<file path="src/rtl/adc_link_pkg.sv">
// -----------------------------------------------------------------------------
// adc_link_pkg
// Shared definitions for the two-channel serial ADC link master: frame state
// encoding, default frame timing and the command/sample word widths.
// -----------------------------------------------------------------------------
package adc_link_pkg;

    localparam int unsigned SAMPLE_W    = 14;  // bits per channel sample
    localparam int unsigned CMD_W       = 16;  // bits per command word
    localparam int unsigned FRAME_CNT_W = 6;   // frame/gap counter width (FRAME_LEN <= 63)

    // Default frame timing. TX/RX offsets line up with the slave's two-flop
    // input synchronizer and its 31-bit output shift alignment.
    localparam int unsigned DEF_FRAME_LEN = 40;
    localparam int unsigned DEF_GAP_LEN   = 4;
    localparam int unsigned DEF_TX_START  = 1;
    localparam int unsigned DEF_RX_START  = 21;

    typedef enum logic [1:0] {
        ST_IDLE  = 2'd0,
        ST_FRAME = 2'd1,
        ST_GAP   = 2'd2
    } frame_state_e;

endpackage

</file>
<file path="src/rtl/adc_period_timer.sv">
// -----------------------------------------------------------------------------
// adc_period_timer
// Free-running periodic tick source for the ADC frame scheduler. Produces a
// pending flag that the scheduler consumes when it starts a periodic frame,
// and counts ticks that were dropped because the previous one was still
// pending.
//
// Ports:
//   i_clk, i_rst     clock, synchronous active-high reset
//   i_enable         timer runs while high; low clears count and pending
//   i_period         cycles between ticks; 0 stops the timer
//   i_take           scheduler is starting a periodic frame this cycle
//   o_pending        a tick is waiting to be serviced
//   o_overrun_cnt    saturating count of ticks lost to an unserviced pending
// -----------------------------------------------------------------------------
module adc_period_timer (
    input  logic        i_clk,
    input  logic        i_rst,
    input  logic        i_enable,
    input  logic [15:0] i_period,
    input  logic        i_take,
    output logic        o_pending,
    output logic [7:0]  o_overrun_cnt
);

    logic [15:0] count;
    logic        running;
    logic        tick;

    assign running = i_enable && (i_period != 16'd0);
    // '>=' rather than '==' so a period shortened mid-count still ticks
    // instead of wrapping through the full 16-bit range.
    assign tick    = running && (count >= (i_period - 16'd1));

    // NOTE: state registers use non-blocking assignments so every flop samples
    // the pre-edge values of its neighbours, independent of statement order.
    always_ff @(posedge i_clk) begin
        if (i_rst) begin
            count         <= '0;
            o_pending     <= 1'b0;
            o_overrun_cnt <= '0;
        end else begin
            if (!i_enable) begin
                count <= '0;
            end else if (running) begin
                count <= tick ? 16'd0 : count + 16'd1;
            end

            // A tick that coincides with the scheduler taking the previous
            // one simply re-arms pending; it is not an overrun.
            if (!i_enable) begin
                o_pending <= 1'b0;
            end else if (tick) begin
                o_pending <= 1'b1;
            end else if (i_take) begin
                o_pending <= 1'b0;
            end

            if (tick && o_pending && !i_take && (o_overrun_cnt != 8'hFF)) begin
                o_overrun_cnt <= o_overrun_cnt + 8'd1;
            end
        end
    end

endmodule

</file>
<file path="src/rtl/adc_frame_scheduler.sv">
// -----------------------------------------------------------------------------
// adc_frame_scheduler
// Master-side controller for the two-channel serial ADC link. Runs fixed
// length chip-select frames, shifts a 16-bit command out MSB first and
// captures two 14-bit samples returned on the two data lines. Arbitrates the
// link between one-shot software requests (priority) and a periodic sampler.
//
// Ports:
//   i_clk, i_rst               clock (also the ADC clock), sync active-high reset
//   i_enable, i_period         periodic sampler enable and tick period
//   i_periodic_cmd             command word for periodic frames
//   i_sw_req, i_sw_cmd         software request (level) and its command word
//   o_sw_ack                   one-cycle pulse when the software frame starts
//   o_busy                     high while a frame or the following gap runs
//   o_sample_valid             one-cycle pulse when o_sample_0/1 update
//   o_sample_0, o_sample_1     captured samples from i_adc_data[0] / [1]
//   o_sample_sw                last completed frame was a software frame
//   o_overrun_cnt              saturating count of dropped periodic ticks
//   o_adc_cs_n, o_adc_data     registered chip select and command line
//   i_adc_data                 serial sample lines from the ADC
// -----------------------------------------------------------------------------
module adc_frame_scheduler
    import adc_link_pkg::*;
#(
    parameter int unsigned FRAME_LEN = DEF_FRAME_LEN,
    parameter int unsigned GAP_LEN   = DEF_GAP_LEN,
    parameter int unsigned TX_START  = DEF_TX_START,
    parameter int unsigned RX_START  = DEF_RX_START
) (
    input  logic                i_clk,
    input  logic                i_rst,
    input  logic                i_enable,
    input  logic [15:0]         i_period,
    input  logic [CMD_W-1:0]    i_periodic_cmd,
    input  logic                i_sw_req,
    input  logic [CMD_W-1:0]    i_sw_cmd,
    output logic                o_sw_ack,
    output logic                o_busy,
    output logic                o_sample_valid,
    output logic [SAMPLE_W-1:0] o_sample_0,
    output logic [SAMPLE_W-1:0] o_sample_1,
    output logic                o_sample_sw,
    output logic [7:0]          o_overrun_cnt,
    output logic                o_adc_cs_n,
    output logic                o_adc_data,
    input  logic [1:0]          i_adc_data
);

    localparam logic [FRAME_CNT_W-1:0] FRAME_LAST = FRAME_CNT_W'(FRAME_LEN - 1);
    localparam logic [FRAME_CNT_W-1:0] GAP_LAST   = FRAME_CNT_W'(GAP_LEN - 1);
    localparam logic [FRAME_CNT_W-1:0] TX_FIRST   = FRAME_CNT_W'(TX_START);
    localparam logic [FRAME_CNT_W-1:0] TX_LAST    = FRAME_CNT_W'(TX_START + CMD_W - 1);
    localparam logic [FRAME_CNT_W-1:0] RX_FIRST   = FRAME_CNT_W'(RX_START);
    localparam logic [FRAME_CNT_W-1:0] RX_LAST    = FRAME_CNT_W'(RX_START + SAMPLE_W - 1);

    // Registered state
    frame_state_e           state;
    logic [FRAME_CNT_W-1:0] cnt;        // frame cycle in FRAME, gap cycle in GAP
    logic [CMD_W-1:0]       cmd;
    logic [SAMPLE_W-1:0]    cap_0;
    logic [SAMPLE_W-1:0]    cap_1;
    logic                   frame_sw;   // current frame came from software

    // Next-state values
    frame_state_e           state_n;
    logic [FRAME_CNT_W-1:0] cnt_n;
    logic [CMD_W-1:0]       cmd_n;
    logic [SAMPLE_W-1:0]    cap_0_n;
    logic [SAMPLE_W-1:0]    cap_1_n;
    logic                   frame_sw_n;
    logic [SAMPLE_W-1:0]    sample_0_n;
    logic [SAMPLE_W-1:0]    sample_1_n;
    logic                   sample_sw_n;
    logic                   sample_valid_n;
    logic                   sw_ack_n;
    logic                   adc_cs_n_n;
    logic                   adc_data_n;

    logic                   periodic_pending;
    logic                   periodic_take;

    adc_period_timer u_timer (
        .i_clk         (i_clk),
        .i_rst         (i_rst),
        .i_enable      (i_enable),
        .i_period      (i_period),
        .i_take        (periodic_take),
        .o_pending     (periodic_pending),
        .o_overrun_cnt (o_overrun_cnt)
    );

    assign o_busy = (state != ST_IDLE);

    // NOTE: every signal assigned here gets a default first, so no path can
    // leave a value unassigned and infer a latch.
    always_comb begin
        state_n        = state;
        cnt_n          = cnt;
        cmd_n          = cmd;
        cap_0_n        = cap_0;
        cap_1_n        = cap_1;
        frame_sw_n     = frame_sw;
        sample_0_n     = o_sample_0;
        sample_1_n     = o_sample_1;
        sample_sw_n    = o_sample_sw;
        sample_valid_n = 1'b0;
        sw_ack_n       = 1'b0;
        periodic_take  = 1'b0;

        unique case (state)
            ST_IDLE: begin
                if (i_sw_req) begin
                    sw_ack_n   = 1'b1;
                    cmd_n      = i_sw_cmd;
                    frame_sw_n = 1'b1;
                    state_n    = ST_FRAME;
                    cnt_n      = '0;
                    cap_0_n    = '0;
                    cap_1_n    = '0;
                end else if (periodic_pending) begin
                    periodic_take = 1'b1;
                    cmd_n         = i_periodic_cmd;
                    frame_sw_n    = 1'b0;
                    state_n       = ST_FRAME;
                    cnt_n         = '0;
                    cap_0_n       = '0;
                    cap_1_n       = '0;
                end
            end

            ST_FRAME: begin
                if ((cnt >= RX_FIRST) && (cnt <= RX_LAST)) begin
                    cap_0_n = {cap_0[SAMPLE_W-2:0], i_adc_data[0]};
                    cap_1_n = {cap_1[SAMPLE_W-2:0], i_adc_data[1]};
                end
                if (cnt == FRAME_LAST) begin
                    // Publish the next-cycle captures so a capture window
                    // ending on the last frame cycle is not lost.
                    sample_0_n     = cap_0_n;
                    sample_1_n     = cap_1_n;
                    sample_sw_n    = frame_sw;
                    sample_valid_n = 1'b1;
                    state_n        = ST_GAP;
                    cnt_n          = '0;
                end else begin
                    cnt_n = cnt + 1'b1;
                end
            end

            ST_GAP: begin
                if (cnt == GAP_LAST) begin
                    state_n = ST_IDLE;
                    cnt_n   = '0;
                end else begin
                    cnt_n = cnt + 1'b1;
                end
            end

            default: begin
                state_n = ST_IDLE;
                cnt_n   = '0;
            end
        endcase

        // Pin outputs are registered, so they are computed for the frame
        // cycle that follows the coming edge (cnt_n), not the current one.
        adc_cs_n_n = (state_n != ST_FRAME);
        adc_data_n = 1'b0;
        if ((state_n == ST_FRAME) && (cnt_n >= TX_FIRST) && (cnt_n <= TX_LAST)) begin
            adc_data_n = cmd_n[4'(TX_LAST - cnt_n)];
        end
    end

    always_ff @(posedge i_clk) begin
        if (i_rst) begin
            state          <= ST_IDLE;
            cnt            <= '0;
            cmd            <= '0;
            cap_0          <= '0;
            cap_1          <= '0;
            frame_sw       <= 1'b0;
            o_sample_0     <= '0;
            o_sample_1     <= '0;
            o_sample_sw    <= 1'b0;
            o_sample_valid <= 1'b0;
            o_sw_ack       <= 1'b0;
            o_adc_cs_n     <= 1'b1;
            o_adc_data     <= 1'b0;
        end else begin
            state          <= state_n;
            cnt            <= cnt_n;
            cmd            <= cmd_n;
            cap_0          <= cap_0_n;
            cap_1          <= cap_1_n;
            frame_sw       <= frame_sw_n;
            o_sample_0     <= sample_0_n;
            o_sample_1     <= sample_1_n;
            o_sample_sw    <= sample_sw_n;
            o_sample_valid <= sample_valid_n;
            o_sw_ack       <= sw_ack_n;
            o_adc_cs_n     <= adc_cs_n_n;
            o_adc_data     <= adc_data_n;
        end
    end

endmodule

</file>
<file path="config.mk">
export PLATFORM = sky130hd
export DESIGN_NAME = adc_frame_scheduler
export DESIGN_NICKNAME = d
export VERILOG_FILES = /design/src/rtl/adc_link_pkg.sv /design/src/rtl/adc_period_timer.sv /design/src/rtl/adc_frame_scheduler.sv
export SDC_FILE = /design/constraint.sdc
export NUM_CORES = 1
export LEC_CHECK = 0
export CAP_MARGIN = 10
export CORE_ASPECT_RATIO = 0.7
export CORE_MARGIN = 2
export CORE_UTILIZATION = 55
export CTS_CLUSTER_DIAMETER = 200
export CTS_CLUSTER_SIZE = 30
export DETAILED_ROUTE_END_ITERATION = 8
export DONT_BUFFER_PORTS = 1
export PLACE_DENSITY_LB_ADDON = 0.05
export SLEW_MARGIN = 20
export SYNTH_ARGS = -nofsm -noshare
export SYNTH_HDL_FRONTEND = slang
export SYNTH_SLANG_ARGS = --single-unit
</file>
<file path="constraint.sdc">
create_clock -name i_clk -period 5.5 [get_ports i_clk]
set_input_delay 0.825 -clock i_clk [delete_from_list [all_inputs] [get_ports i_clk]]
set_output_delay 0.825 -clock i_clk [all_outputs]
set_load 0.005 [all_outputs]
</file>
==> results of run 1 <==
-- cell type report --
class / instances / area share (%)
Multi-Input combinational cell: 491 / 53.6
Sequential cell: 111 / 36.7
Clock buffer: 9 / 3.72
Tap cell: 128 / 2.65
Clock inverter: 7 / 1.55
Timing Repair Buffer: 5 / 0.951
Inverter: 13 / 0.807
-- registers in the layout (all words and copies together), names as in the netlist, 2 cells and up --
register / flops
cap_0: 14
cap_1: 14
cmd: 16
cnt: 6
o_sample_0: 14
o_sample_1: 14
state: 2
u_timer.count: 16
u_timer.o_overrun_cnt: 8
-- per-stage QoR --
stage / utilization [%] / cell area, sq um / hold slack, ns
final: 61.5 / 6050 / 0.480
after global routing: 61.5 / 6050 / 0.496
after CTS: 61.2 / 6010 / 0.479
after detailed placement: 57.9 / 5700 / 0.468
after global placement: 57.9 / 5700 / 0.440
after floorplan: - / 5660 / 0.436
-- cell usage after synthesis, types with 4 or more instances --
master,number,area [sq um]
mux2i_1,35,350
xnor2_1,14,123
nand2_1,23,86.3
a21o_1,8,60.1
a21oi_1,23,115
ha_1,25,313
a211oi_1,31,233
nor4b_1,6,52.6
nand2b_1,9,56.3
clkbuf_1,31,116
o21ai_0,17,85.1
nor2_1,149,559
dfxtp_1,111,2220
and3_1,7,43.8
inv_1,13,48.8
nor3_1,4,20.0
nor4_1,6,37.5
a22oi_1,29,218
o221ai_1,7,61.3
nand4_1,13,81.3
buf_2,5,25.0
xor2_1,20,175
nand3_1,7,35.0
o22a_1,10,87.6
nor2b_1,5,31.3
or3_1,4,25.0
o21bai_1,6,45.0
mux2_2,5,56.3
-- metal layers --
layer  vias up  track usage (%)  part of all wire [%]
li1       2304                -                     -
met1      2197             35.3                    51
met2       139             33.1                    41
met3        26             6.41                   6.4
met4         0             7.78                   1.7
met5         -                0                     0
-- power by group through the flow --
| stage | Sequential [W] | Combinational (W) | Clock [W] |
|---|---|---|---|
| 6_report | 0.000827 | 0.000128 | 0.000682 |
| 4_1_cts | 0.000827 | 0.000126 | 0.000696 |
| 3_3_place_gp | 0.000845 | 0.000122 | 0 |
| 5_1_grt | 0.000829 | 0.000145 | 0.000720 |
| 3_5_place_dp | 0.000846 | 0.000125 | 0 |
| 2_1_floorplan | 0.000842 | 0.000112 | 0 |
-- kinds of logic after synthesis --
family          count (synthesis)  share of synthesized area (%)
simple gates                  244                           19.9
compound gates                147                           18.3
flops                         111                           39.3
buf+inv                        55                           4.05
mux                            41                           7.59
xor+xnor                       34                           5.27
fa+ha+maj                      25                           5.53
-- worst paths after layout --
| path | from | to | slack, ns | cells after the start |
|---|---|---|---|---|
| setup / recovery | i_period[0] | u_timer.o_overrun_cnt[7] | 1.34 | 15 |
| hold / removal | frame_sw | frame_sw | 0.48 | 2 |
| setup reg to reg | u_timer.o_pending | o_adc_data | 2.35 | 9 |
| hold reg to reg | frame_sw | frame_sw | 0.48 | 2 |
-- worst max-delay path, delay by kind of cell --
family | cells | cell delay (ns)
and+or+nand+nor | 9 | 2.27
adders and majority gates | 2 | 0.48
muxes | 1 | 0.38
AOI/OAI and AO/OA | 1 | 0.23
xor gates and xnor gates | 1 | 0.16
buffers and inverters | 1 | 0.06
==> results_dict.tcl, run 1 <==
set metrics [dict create \
    outcome "finished, final reports clean" \
    p_seq_share_pct 50.5 \
    power.switching_w 0.000402 \
    synth_warnings 0 \
    swShare_pct 24.5 \
    crit_type "input pin to register" \
    multi_input_area_sq_um 3240 \
    final_common_cell "nor2_1" \
    power.total_w 0.00164 \
    final_layout_size_suffix_gt1_share_pct 5.66 \
    ys_async_sr_fraction_pct 0 \
    crit_required_ns 5.74 \
    wire_per_inst_microns 17.2 \
    grt_pass1_vias 4295 \
    antenna_left 0 \
    io_buffer_count 0 \
    dieArea_sq_um 11100 \
    rsz0062_at_grt "false" \
    crit_top_cell "ha_1" \
    synth_seq_cells 111 \
    setup-violations-final 0 \
    synth-edff-count 0 \
    ys.flop_type "dfxtp_1" \
    leakage_nw 2.13 \
    syn_avg_cell_area_sq_um 8.61 \
    antenna_found_initial 0 \
    via_per_inst 6.11 \
    p_comb_share_pct 7.8 \
    drtIter0Drc 335 \
    track_usage_pct 23.7 \
    cts_resized 0 \
    instances_no_fill 764 \
    max_freq_mhz 240 \
    dp_hpwl_mm 8.97 \
    layout_common_cells "nor2_1 (148), dfxtp_1 (111), mux2i_1 (35), a211oi_1 (31), a22oi_1 (29)" \
    core_sq_um 9830 \
    htreeDepth 3 \
    syn_inst 657 \
    worstMarginPinSlew_ns 1.06 \
    ir_drop_mv 0.168 \
    route.detailed.drc 0 \
    max_stage_delay_ns 0.46 \
    cts_setup_buffers 0 \
    powerDensity_nw_per_um2 271 \
    syn_nets 736 \
    ios 96 \
    area_delta_synth_final_pct 6.97 \
    cts_num_sinks 111 \
    cp_max_fo 5 \
    tns_ns 0 \
    clk_pin_slew_ns 0.08 \
    dp_cells 747 \
    synth_area_sq_um 5660 \
    row_count 30 \
    hold_class "register to register" \
    finalCritPeriodShare_pct 75.7 \
    grt_max_degree 96 \
    max-slew-margin-rel_pct 29.4 \
    cp.arrival_ns 4.40 \
    cts_tree "yes" \
    die_h_microns 88.8 \
    dieWidth_microns 125 \
    slew_violations 0 \
    diodes 0 \
    nFillCells 876 \
    worstSetupEndpointType "register" \
    grt_pass1_wl_mm 21.5 \
    gp_congestion 0.867 \
    finalHoldViolCount 0 \
    power.share.clock_pct 41.6 \
    skew_ns 0.00625 \
    intPower_w 0.00124 \
    fin_ws_ns 1.34 \
    yosysUniqueCellTypes 55 \
    clock_path_buffers 2 \
    start_util_pct 57.5 \
    overflow 0 \
    cp-start-kind "input pin" \
    regArea_sq_um 2220 \
    clock_latency_ns 0.35 \
    hold_buffers 0 \
    cts_root_buf "clkbuf_16" \
    crit_path_top_delay_cell "or4_4" \
    drv_cap 0 \
    wirelength_mm 13.1 \
    cts_buffers 9 \
    dr.pass1.iters 5 \
    via_count 4666 \
    min_period_ns 4.16 \
    dp_slack_ns 1.02 \
    seq_area_frac_synth_pct 39.3 \
    fin_nets 710 \
    path_cells "inv_1 -> ha_1 -> or3b_4 -> or4_4 -> nand2b_1 -> or3_1 -> xor2_1 -> ha_1 -> nand4_1 -> nor2_1 -> nand3_1 -> o221ai_1 -> nand2_1 -> nor4_1 -> mux2_2" \
]
Note: power is estimated with default switching activity, not from simulation.
==> inputs of run 2 (changes only) <==
==> constraint.sdc (replaced) <==
create_clock -name i_clk -period 4.2 [get_ports i_clk]
set_input_delay 0.63 -clock i_clk [delete_from_list [all_inputs] [get_ports i_clk]]
set_output_delay 0.63 -clock i_clk [all_outputs]
set_load 0.005 [all_outputs]
==> run 2 against run 1 <==
Critical path depth unchanged. Via count decreased by 0.94%. Global-route usage about the same. Flip-flop and latch count unchanged. Cell count increased by 0.79%. Sequential power increased by 31%. Combinational power increased by 34%. Wire length decreased by 1.6%. Non-clock buffer count increased by 6. Sequential share of layout area about the same. Critical endpoint unchanged. Largest cell class unchanged.
==> results_dict.tcl, run 2 (synthesis gave the netlist of run 1 again) <==
set metrics [dict create \
    start_util_pct 57.5 \
    dieArea_sq_um 11100 \
    ir_drop_mv 0.214 \
    cp_max_fo 5 \
    via_per_inst 6.00 \
    clk_pin_slew_ns 0.07 \
    cp-start-kind "input pin" \
    slew_violations 0 \
    r2r-end "o_adc_data" \
    cts_root_buf "clkbuf_16" \
    holdWs_ns 0.358 \
    hold_class "input pin to register" \
    skew_ns 0.0111 \
    dp_slack_ns -0.00678 \
    path_delay_family "simple AND/OR/NAND/NOR gates" \
    crit_type "input pin to register" \
    antenna_found_initial 0 \
    overflow 0 \
    min_path_cells 1 \
    power.share.clock_pct 39.1 \
    crit_path_top_delay_cell "or4_4" \
    crit_top_cell "ha_1" \
    max_freq_mhz 255 \
    worstMarginPinSlew_ns 1.02 \
    cts_num_sinks 111 \
    crit_required_ns 4.43 \
    cts_setup_buffers 0 \
    power.total_w 0.00206 \
    worstHoldStart "i_rst" \
    htreeDepth 3 \
    intPower_w 0.00156 \
    dp_hpwl_mm 9.02 \
    wirelength_mm 12.9 \
    die_h_microns 88.8 \
    grt_max_degree 96 \
    path_buf_inv 1 \
    fin_nets 716 \
    via_count 4622 \
    rsz0062_at_grt "false" \
    r2r_slack_ns 1.10 \
    leakage_nw 2.13 \
    antenna_left 0 \
    worstSetupEndpointType "register" \
    reg2reg_depth 8 \
    diodes 0 \
    row_count 30 \
    grt_pass1_vias 4352 \
    worst_r2r_startpoint "cnt[0]" \
    layout_common_cells "nor2_1 (148), dfxtp_1 (111), mux2i_1 (35), a211oi_1 (31), a22oi_1 (29)" \
    cts_buffers 9 \
    top_regs "cmd x16, u_timer.count x16" \
    cts_tree "yes" \
    min_to "u_timer.o_overrun_cnt[1]" \
    fin_ws_ns 0.283 \
    nFillCells 869 \
    gp_congestion 0.870 \
    max_stage_delay_ns 0.46 \
    clock_latency_ns 0.35 \
    io_buffer_count 0 \
    finalHoldViolCount 0 \
    outcome "finished, final reports clean" \
    path_cells "inv_1 -> ha_1 -> or3b_4 -> or4_4 -> nand2b_1 -> or3_1 -> xor2_1 -> ha_1 -> nand4_1 -> nor2_1 -> nand3_1 -> o221ai_1 -> nand2_1 -> nor4_1 -> mux2_2" \
    min_period_ns 3.92 \
    cts_resized 0 \
    max-slew-margin-rel_pct 31.7 \
    p_seq_share_pct 52.6 \
    p_comb_share_pct 8.3 \
    final_common_cell "nor2_1" \
    regArea_sq_um 2220 \
    ios 96 \
    hold_buffers 0 \
    swShare_pct 24.4 \
    track_usage_pct 23.7 \
    dr.pass1.iters 5 \
    cp.arrival_ns 4.15 \
    multi_input_area_sq_um 3230 \
    power.switching_w 0.000503 \
    drv_cap 0 \
    core_sq_um 9830 \
    drtIter0Drc 373 \
    clock_path_buffers 2 \
    dieWidth_microns 125 \
    area_delta_synth_final_pct 6.84 \
    finalCritPeriodShare_pct 93.3 \
    grt_pass1_wl_mm 21.5 \
    powerDensity_nw_per_um2 341 \
    route.detailed.drc 0 \
    final_layout_size_suffix_gt1_share_pct 6.39 \
    setup-violations-final 0 \
    final_util_pct 61.4 \
    wire_per_inst_microns 16.8 \
]
[run 2: cell count changes in the layout (fill, tap and decap cells not counted)]
| cell | before | now |
|---|---|---|
| clkinv_8 | 2 | 0 |
| buf_16 | 1 | 0 |
| clkbuf_1 | 0 | 1 |
| inv_8 | 0 | 2 |
| inv_6 | 2 | 0 |
| o21ai_4 | 1 | 0 |
| clkinvlp_4 | 0 | 1 |
| bufinv_16 | 1 | 0 |
| buf_4 | 4 | 10 |
| buf_12 | 0 | 1 |
| o21ai_2 | 0 | 1 |
| clkinv_4 | 1 | 2 |
[run 2: how the worst max path moves through the flow]
| stage | to | slack, ns | cells past startpoint | start |
|---|---|---|---|---|
| 2_1_floorplan | u_timer.o_overrun_cnt[7] | 0.23 | 14 | i_period[0] |
| 3_3_place_gp | u_timer.o_overrun_cnt[7] | 0.11 | 15 | i_period[0] |
| 3_5_place_dp | u_timer.o_overrun_cnt[7] | -0.007 | 15 | i_period[0] |
| 4_1_cts | u_timer.o_overrun_cnt[7] | 0.34 | 15 | i_period[0] |
| 5_1_grt | u_timer.o_overrun_cnt[7] | 0.09 | 15 | i_period[0] |
| 6_report | u_timer.o_overrun_cnt[7] | 0.28 | 15 | i_period[0] |
[run 2: power groups by stage]
| stage | Clock [W] | Sequential, W | Combinational, W |
|---|---|---|---|
| after global placement | 0 | 0.00111 | 0.000163 |
| after global routing | 0.000864 | 0.00109 | 0.000192 |
| final | 0.000804 | 0.00108 | 0.000171 |
| after CTS | 0.000828 | 0.00108 | 0.000170 |
| after floorplan | 0 | 0.00110 | 0.000147 |
| after detailed placement | 0 | 0.00111 | 0.000168 |
[run 2: metrics by stage]
| step | cell area (sq um) | instances | setup TNS (ns) |
|---|---|---|---|
| after floorplan | 5660 | 657 | 0 |
| after CTS | 6020 | 769 | 0 |
| after global placement | 5740 | 753 | 0 |
| after detailed placement | 5740 | 753 | -0.00678 |
| final | 6040 | 770 | 0 |
| after global routing | 6040 | 770 | 0 |
[run 2: worst reg2reg max path, cell delays in order (launching register included)]
cell	delay (ns)
dfxtp_1	0.44
ha_1	0.26
nand4_1	0.35
a21oi_1	0.51
o21a_1	0.24
ha_1	0.37
mux4_2	0.35
mux2_2	0.27
a211oi_1	0.22
[run 2: routing by layer]
layer	wire, microns	GRT usage [%]
met4	132	5.45
met5	0	0
met2	5290	35.6
met1	6700	34.8
met3	795	5.32
[run 2: final cells by class]
cell class	count	share of cell area, %
multi-input cells	491	53.5
flip-flops and latches	111	36.8
clock buffers	10	3.79
well taps	128	2.65
repair buffers	11	1.57
clock inverters	6	0.870
inverters	13	0.808
==> inputs of run 3 (changes only) <==
--- a/config.mk
+++ b/config.mk
@@ -13,7 +13,10 @@
 export CTS_CLUSTER_SIZE = 30
 export DETAILED_ROUTE_END_ITERATION = 8
 export DONT_BUFFER_PORTS = 1
+export HOLD_SLACK_MARGIN = 0.12
 export PLACE_DENSITY_LB_ADDON = 0.05
+export SETUP_SLACK_MARGIN = 0.3
+export SKIP_LAST_GASP = 1
 export SLEW_MARGIN = 20
 export SYNTH_ARGS = -nofsm -noshare
 export SYNTH_HDL_FRONTEND = slang
==> run 3 against run 2 <==
Worst setup slack improved by 0.16 ns. Register-to-register slack improved by 0.08 ns. Fmax is 4.3% higher. Via count down 0.76%. Worst hold slack improved by 0.0084 ns. Combinational power is 2% lower. Flip-flop and latch count did not move. Critical path type unchanged. Largest cell class unchanged. Largest power group unchanged.
==> results_dict.tcl, run 3 (synthesis gave the netlist of run 1 again) <==
set metrics [dict create \
    dp_hpwl_mm 9.04 \
    start_util_pct 57.5 \
    setup-violations-final 0 \
    min_period_ns 3.76 \
    row_count 30 \
    final_layout_size_suffix_gt1_share_pct 6.73 \
    cts_num_sinks 111 \
    cts_setup_buffers 0 \
    drtIter0Drc 354 \
    grt_max_degree 96 \
    cts_root_buf "clkbuf_16" \
    max-slew-margin-rel_pct 33.3 \
    clk_pin_slew_ns 0.07 \
    cp-start-kind "input pin" \
    ios 96 \
    nFillCells 872 \
    tns_ns 0 \
    route.detailed.drc 0 \
    final_util_pct 61.4 \
    dr.pass1.iters 5 \
    antenna_found_initial 0 \
    grt_pass1_wl_mm 20.6 \
    max_freq_mhz 266 \
    power.share.clock_pct 39.9 \
    p_seq_share_pct 52.1 \
    gp_congestion 0.807 \
    hold_buffers 0 \
    cp_max_fo 5 \
    powerDensity_nw_per_um2 344 \
    drv_cap 0 \
    core_sq_um 9830 \
    skew_ns 0.0130 \
    cp.arrival_ns 4.00 \
    rsz0062_at_grt "true" \
    dieWidth_microns 125 \
    cts_tree "yes" \
    clock_latency_ns 0.35 \
    diodes 0 \
    via_count 4587 \
    via_per_inst 5.98 \
    hold_class "input pin to register" \
    antenna_left 0 \
    grt_pass1_vias 4098 \
    fin_ws_ns 0.444 \
    power.switching_w 0.000494 \
    wirelength_mm 12.8 \
    wire_per_inst_microns 16.6 \
    fin_nets 713 \
    slew_violations 0 \
    clock_path_buffers 2 \
    outcome "finished, final reports clean" \
    area_delta_synth_final_pct 6.84 \
    dieArea_sq_um 11100 \
    overflow 0 \
    intPower_w 0.00159 \
    top_regs "cmd x16, u_timer.count x16" \
    swShare_pct 23.7 \
    track_usage_pct 23.0 \
    cts_resized 0 \
    p_comb_share_pct 8.0 \
    cts_buffers 9 \
    worstMarginPinSlew_ns 1.00 \
    layout_common_cells "nor2_1 (148), dfxtp_1 (111), mux2i_1 (35), a211oi_1 (31), a22oi_1 (29)" \
    crit_required_ns 4.44 \
    dp_slack_ns 0.0443 \
    power.total_w 0.00208 \
    die_h_microns 88.8 \
    finalHoldViolCount 0 \
    crit_type "input pin to register" \
    io_buffer_count 0 \
    worstSetupEndpointType "register" \
    ir_drop_mv 0.264 \
    final_common_cell "nor2_1" \
    finalCritPeriodShare_pct 89.4 \
    leakage_nw 2.13 \
    htreeDepth 3 \
]
## run 3: critical path, cell delays in order
cell	delay, ns
inv_2	0.04
ha_2	0.17
or3b_4	0.39
or4_4	0.46
nand2b_4	0.17
or3_1	0.32
xor2_1	0.16
ha_1	0.29
nand4_1	0.15
nor2_1	0.15
nand3_1	0.09
o221ai_1	0.25
nand2_1	0.19
nor4_2	0.18
mux2_2	0.36
## run 3: final timing paths
kind	cells past startpoint	slack (ns)	end	start
max	15	0.44	u_timer.o_overrun_cnt[7]	i_period[0]
min	1	0.37	cnt[3]	i_rst
max reg2reg	8	1.18	o_adc_data	state[1]
min reg2reg	2	0.46	frame_sw	frame_sw
## run 3: area by class of cell
cell class	instances	area, sq um	share of cell area [%]
Clock buffer	12	256	4.25
Clock inverter	4	33.8	0.559
Inverter	13	48.8	0.808
Multi-Input combinational cell	491	3260	54.0
Sequential cell	111	2220	36.8
Tap cell	128	160	2.65
Timing Repair Buffer	8	60.1	0.994
## run 3: through the flow
| step | instances | instance area, sq um | hold WS [ns] |
|---|---|---|---|
| floorplan | 657 | 5670 | 0.436 |
| global placement | 751 | 5740 | 0.439 |
| detailed placement | 751 | 5740 | 0.445 |
| CTS | 767 | 6030 | 0.348 |
| global route | 767 | 6040 | 0.338 |
| finish | 767 | 6040 | 0.366 |
## run 3: metal layers
layer	GRT usage, %	part of all wire [%]
met5	0	0
met4	5.76	0.73
met3	6.65	6.8
met2	34.9	44
met1	32.6	49
## run 3: power groups by stage
stage	clock network, W	registers (W)	logic, W
2_1_floorplan	0	0.00110	0.000147
3_3_place_gp	0	0.00111	0.000159
3_5_place_dp	0	0.00111	0.000164
4_1_cts	0.000850	0.00108	0.000165
5_1_grt	0.000891	0.00109	0.000187
6_report	0.000829	0.00108	0.000167
